--- src/rtl/bsg_cgol_ctrl.sv ---
// Game-of-life cell-array controller: accepts a game request, pulses update_o to
// load the board, runs en_o for the requested number of generations, then holds
// v_o until the consumer takes the final board.
`timescale 1ns / 1ps

module bsg_cgol_ctrl #(
    parameter int unsigned max_game_length_p = 10,
    localparam int unsigned game_len_width_lp = $clog2(max_game_length_p + 1)
) (
    input  logic                         clk_i,
    input  logic                         reset_n_i,
    input  logic                         v_i,
    input  logic [game_len_width_lp-1:0] frames_i,
    output logic                         ready_o,
    output logic                         update_o,
    output logic                         en_o,
    output logic                         v_o,
    input  logic                         yumi_i
);

    typedef enum logic [1:0] {
        StIdle,
        StRun,
        StDone
    } state_e;

    localparam logic [game_len_width_lp-1:0] MaxLen = game_len_width_lp'(max_game_length_p);
    localparam logic [game_len_width_lp-1:0] CntOne = game_len_width_lp'(1);
    localparam logic [game_len_width_lp-1:0] CntZero = '0;

    state_e                       state_q, state_d;
    logic [game_len_width_lp-1:0] cnt_q, cnt_d;
    logic [game_len_width_lp-1:0] frames_clamped;
    logic                         accept;

    // Requests longer than the array supports are cut to the maximum game length.
    assign frames_clamped = (frames_i > MaxLen) ? MaxLen : frames_i;

    // ready_o is gated by reset so nothing is accepted or loaded while held in reset.
    assign accept   = v_i & ready_o;
    assign update_o = accept;

    // State and remaining-generation counter; reset aborts any game in flight.
    always_ff @(posedge clk_i or negedge reset_n_i) begin
        if (!reset_n_i) begin
            state_q <= StIdle;
            cnt_q   <= CntZero;
        end else begin
            state_q <= state_d;
            cnt_q   <= cnt_d;
        end
    end

    // Next-state and Moore outputs; yumi_i only steers state_d, never an output.
    always_comb begin
        state_d = state_q;
        cnt_d   = cnt_q;
        ready_o = 1'b0;
        en_o    = 1'b0;
        v_o     = 1'b0;
        unique case (state_q)
            StIdle: begin
                ready_o = reset_n_i;
                if (v_i && reset_n_i) begin
                    cnt_d   = frames_clamped;
                    state_d = (frames_clamped == CntZero) ? StDone : StRun;
                end
            end
            StRun: begin
                en_o  = 1'b1;
                cnt_d = cnt_q - CntOne;
                // Last generation is the one issued while the counter reads one.
                if (cnt_q <= CntOne) begin
                    state_d = StDone;
                end
            end
            StDone: begin
                v_o = 1'b1;
                if (yumi_i) begin
                    state_d = StIdle;
                end
            end
            default: begin
                state_d = StIdle;
            end
        endcase
    end

    // Loading and stepping the cells in the same cycle would corrupt the board.
    a_no_update_and_en : assert property (
        @(posedge clk_i) disable iff (!reset_n_i) !(update_o && en_o)
    );

    // Only one of the three handshake phases may be visible at a time.
    a_phase_onehot : assert property (
        @(posedge clk_i) disable iff (!reset_n_i) $onehot0({ready_o, en_o, v_o})
    );

endmodule
--- config.mk ---
export PLATFORM = sky130hd
export DESIGN_NAME = bsg_cgol_ctrl
export DESIGN_NICKNAME = d
export VERILOG_FILES = /design/src/rtl/bsg_cgol_ctrl.sv
export SDC_FILE = /design/constraint.sdc
export NUM_CORES = 1
export LEC_CHECK = 0
export ABC_AREA = 1
export BUFFER_PORTS_ARGS = -buffer_cell sky130_fd_sc_hd__buf_2
export CORE_AREA = 5 5 42 44
export DETAILED_ROUTE_END_ITERATION = 16
export DIE_AREA = 0 0 47 49
export MAX_ROUTING_LAYER = met4
export PLACE_DENSITY = 0.56
export SYNTH_ARGS = -nofsm -noshare
export SYNTH_HDL_FRONTEND = slang
export SYNTH_SLANG_ARGS = --single-unit
--- constraint.sdc ---
create_clock -name clk_i -period 1 [get_ports clk_i]
set_input_delay 0.1 -clock clk_i [delete_from_list [all_inputs] [get_ports clk_i]]
set_output_delay 0.1 -clock clk_i [all_outputs]
set_load 0.05 [all_outputs]
Word-level counts from Yosys, hierarchy flattened
Index checks and enable logic that the tools add are counted.
- register bits: 6
- bits of input ports: 8
- output and inout port bits: 4
- logic and storage cells: 28
- add/subtract/negate cells: 1
- magnitude comparators: 2
- equality and inequality tests: 5
- mux-type cells: 11
- bitwise gates (word level): 1
- reduce and logical (&&, ||, !) cells: 6
- operators with widths (kind ; count):
    2-to-1 mux 2 bit ; 4
    2-to-1 mux 4 bit ; 2
    one-hot mux 4 bit (2 select lines) ; 1
    inequality test 2 bit, second input constant ; 3
    one-hot mux 2 bit (3 select lines) ; 1
    greater-than comparator 4 bit, second input constant ; 1
    <= comparator 4 x 1 -> 1 bit, second input constant ; 1
    logical NOT 4 bit ; 1
    subtractor 4 x 1 -> 4 bit, second input constant ; 1
    2-to-1 mux 1 bit ; 3
    AND reduction 3 bit ; 1
    equality test 2 x 1 -> 1 bit, second input constant ; 1
    equality test 2 bit, second input constant ; 1
    logical NOT 2 bit ; 1
    AND reduction 2 bit ; 1
    nonzero test 2 bit ; 1
    AND 1 bit ; 1
    logical AND 1 bit ; 1

Depth between registers and ports, before layout
- depth in word-level cells: 6
- mapped depth: 7

Worst setup path before layout
No wires, ideal clock.
- path kind: flip-flop to flip-flop
- start point: register state_q[0]
- end point: register state_q[0]
- arrival: 1433 ps
- data required time: 876 ps
- path slack: -557 ps
- cell stages (with the launch flop): 5
- path buffers: 0
- clock period less this slack: 1557 ps
- cells stage by stage: dfrtp_1 -> nor2_1 -> inv_1 -> o21ai_0 -> a21oi_1
- longest elaborated chain between the ends: 3
- RTL lines (what ; RTL line ; text):
    start: declaration ; 31 ; state_e state_q, state_d;
    start signal: assignment ; 46 ; state_q <= StIdle;
    start signal: assignment ; 49 ; state_q <= state_d;
    equality test 2 x 1 -> 1 bit, or another cell as far along ; 61 ; unique case (state_q)
    inequality test 2 bit (no source line) ; - ;
    AND reduction 3 bit (no source line) ; - ;
Several ways; a longest one is shown, not always the timed one.
A chain may end at the register's enable or synchronous reset.

Worst setup path in the final report
- start point: register state_q[0]
- end point: output v_o
- longest elaborated chain between the ends: 2
- RTL lines (what ; RTL line ; text):
    equality test 2 bit ; 61 ;
    2-to-1 mux 1 bit ; 61 ;
    end: declaration ; 17 ; output logic v_o,
No other way between the ends.

==> results.md <==
* RD Place Congestion at 0.792
* Maximum vdd drop at ~1.7 mV
* Worst slack, placed at -0.122 ns
* Core Area at 0.00140 mm2
* Leading area contributor after synthesis: dfrtp_1
* Largest buffer count on any clock path at 2
* Port bufs at 11
* Die area at 0.00230 mm2
* Worst setup margin at -0.220 ns
* Fillers at 140
* I/O pin count at 12
* # setup viols final at 10
* N_diodes at 0
* Number of antenna violations at the first check in global routing at 0
* Area grow syn2layout at 80.4%
* Area contributors post-synth: dfrtp_1 34%, nand2_1 18%, nor2_1 10%
* Wire per inst at approximately 11 um
* Static Leak at about 0.43 nW
* Status: finished with violations
* DRT iter0 DRCs at 10
* YS warnings at 0
* Cell family with most CP delay: flip-flops
* Post-DP HPWL at about 950 um
* GR Overflow Total at 0
* WL final at around 1.2 mm
* Die Y at between 40 and 50 um
* Final Power at 2.55 mW
* Hold slack at between 0.1 and 0.15 ns
* Largest net degree at the start of global routing at 7
* Router iterations before antenna repair at 4
* Syn Nets at 82
* Fin crit period at around 1.2 ns
* CTS root buffer: clkbuf_4
* Synth top area share at ~34%
* CP Max Fanout at 3
* CP Cell Sequence: buf_4 > nor2_4 > buf_8
* Initial core utilization at around a third
* Critical path capture point type: output port
* Total track usage at approximately 14%
* Vias per cell at approximately 4.6
* Worst Skew at roughly 0.0013 ns
* Syn_area_per_cell at between 6 and 7 um2
* Arrival time at the worst endpoint at between 1 and 1.5 ns
* Hold WC Path Type: in2reg
* # H-tree levels at 1
* Clock sinks at 6
* Maximum clock frequency at a little over 800 MHz
* CTS tree: yes
* Max Cap Viol at 0
* Worst setup SP type: register
* Slowest stage delay, CP at roughly 0.43 ns
* Share of cells above drive strength 1 at 49.0%
* Slew at the pin with the worst max-slew slack at 0.237 ns
* Clk_lat worst skew at approximately 0.24 ns
* Pwr Density at approximately 3200 mW/mm2
* Yosys cell types at 15
* Max-slew violations at 0
* Final nets at approximately 110
* DIE WIDTH at between 40 and 50 um
* TritonCTS Buffers at 3
* Antenna Nets Post-Route at 0
* Cells after synthesis at 72
* Tcrit/Tclk final at 122%
* RSZ-0062 raised after global routing: yes
* Worst-path clk slew at approximately 0.05 ns
* Via count at around 540
* First-pass GRT wire length at between 2 and 2.5 mm
* Sequential area share after synthesis at 33.6%
* # DRC at 0
* Slowest CP cell: dfrtp_2
* Slew headroom at 84.1%
* Worst EP required at around 0.90 ns
* Hold Violations, Final at 0
* Failing checks: negative setup slack
* Number of global-route vias before repair at 566
* Cell Rows at 14
* Yosys reg bits at 6
* Kind of critical path: reg2out
* Post-Syn Area at 447 um2
* CP bufs+invs at 2
cell type report:
type                    count  area [um2]  share of cell area [%]
clock buffers               3        22.5                    2.80
flip-flops and latches      6         151                    18.8
multi-input cells          52         327                    40.5
repair buffers             27         225                    28.0
inverters                  14        60.1                    7.45
well taps                  16        20.0                    2.48
state kept, by name (all words and copies together), names as in the netlist:
signal	count
cnt_q	4
state_q	2
worst register-to-register path, cell delays in order, from the launching register on:
cell,delay (ns)
dfrtp_1,0.41
nor2_4,0.17
buf_4,0.14
nand2_2,0.07
nand2_4,0.10
inv_2,0.05
nor2_1,0.08
nor2_1,0.04
through the flow:
step           cell area, um2  std cells  util (%)  setup TNS [ns]
2_1_floorplan             492         72         -          -0.433
3_3_place_gp              619        106      44.2          -0.619
3_5_place_dp              619        106      44.2          -0.709
4_1_cts                   752        115      53.7           -1.70
5_1_grt                   806        118      57.5           -2.23
6_report                  806        118      57.5           -1.57
synth_stat cells:
library cell and number:
nand2_1 21, nand3_1 6, nand2_2 2, inv_1 11, nor2_1 12, ha_1 2, o211ai_1 1, nand3b_1 1
nor2_2 1, o21ai_1 1, o21ai_0 2, dfrtp_1 6, a21oi_1 2, or2_1 1, inv_2 3
timing repair:
| item | in CTS | in global routing |
|---|---|---|
| hold endpoints to repair | 6 | 0 |
| hold buffers | 1 | 0 |
| buffers inserted | 5 | 3 |
| pin swaps | 3 | 2 |
| resized for setup | 20 | 8 |
| endpoints found under the setup margin | 10 | 10 |
layer usage:
metal	global-route usage (%)	up-vias	share of wire (%)
li1	-	278	-
met1	16.7	247	43
met2	21.7	15	51
met3	3.32	2	4.7
met4	6.91	0	1.8
met5	-	-	0
final timing paths:
path	from	to	slack, ns	cells after the start
max in group asynchronous	reset_n_i	cnt_q[3]	0.37	3
min in group asynchronous	reset_n_i	state_q[1]	0.31	2
worst min register to register	cnt_q[3]	cnt_q[3]	0.54	2
worst min-delay path	yumi_i	state_q[0]	0.15	3
worst max-delay path	state_q[0]	v_o	-0.22	3
worst max register to register	state_q[1]	state_q[1]	-0.16	7
report_power, final:
part | total, mW | switching, mW | leakage (nW) | internal (mW)
registers | 0.475 | 0.113 | 0.0728 | 0.362
logic | 1.85 | 0.984 | 0.342 | 0.869
clock network | 0.223 | 0.0874 | 0.0138 | 0.136
cell usage in the layout, fill, tap and decap left out:
master          n
ha_4            1
o21ai_4         1
dlygate4sd3_1   1
buf_8           3
nor2_4          3
buf_6           4
nor2_2          1
nand3b_1        1
inv_4           1
nand2_4         3
o211ai_1        1
inv_1           6
dfrtp_2         1
nor2_1          9
nand3_4         1
inv_2           6
clkinv_4        1
nand2_2         1
buf_4          12
clkbuf_4        3
dfrtp_1         5
or2_1           1
nand3_1         5
o21ai_2         1
a21oi_1         2
nand2_1        19
ha_1            1
buf_2           7
o21ai_1         1
kinds of logic (layout without fill, tap and decap cells):
kind of cell	after synthesis	after routing	share of synthesized area, %
buffers and inverters	14	44	11.8
AND/OR/NAND/NOR	44	44	41.7
adder cells (fa/ha/maj)	2	2	5.60
flip-flops	6	6	33.6
AO/OA/AOI/OAI	6	6	7.28
No activity file was read; power rests on OpenSTA's default activity.
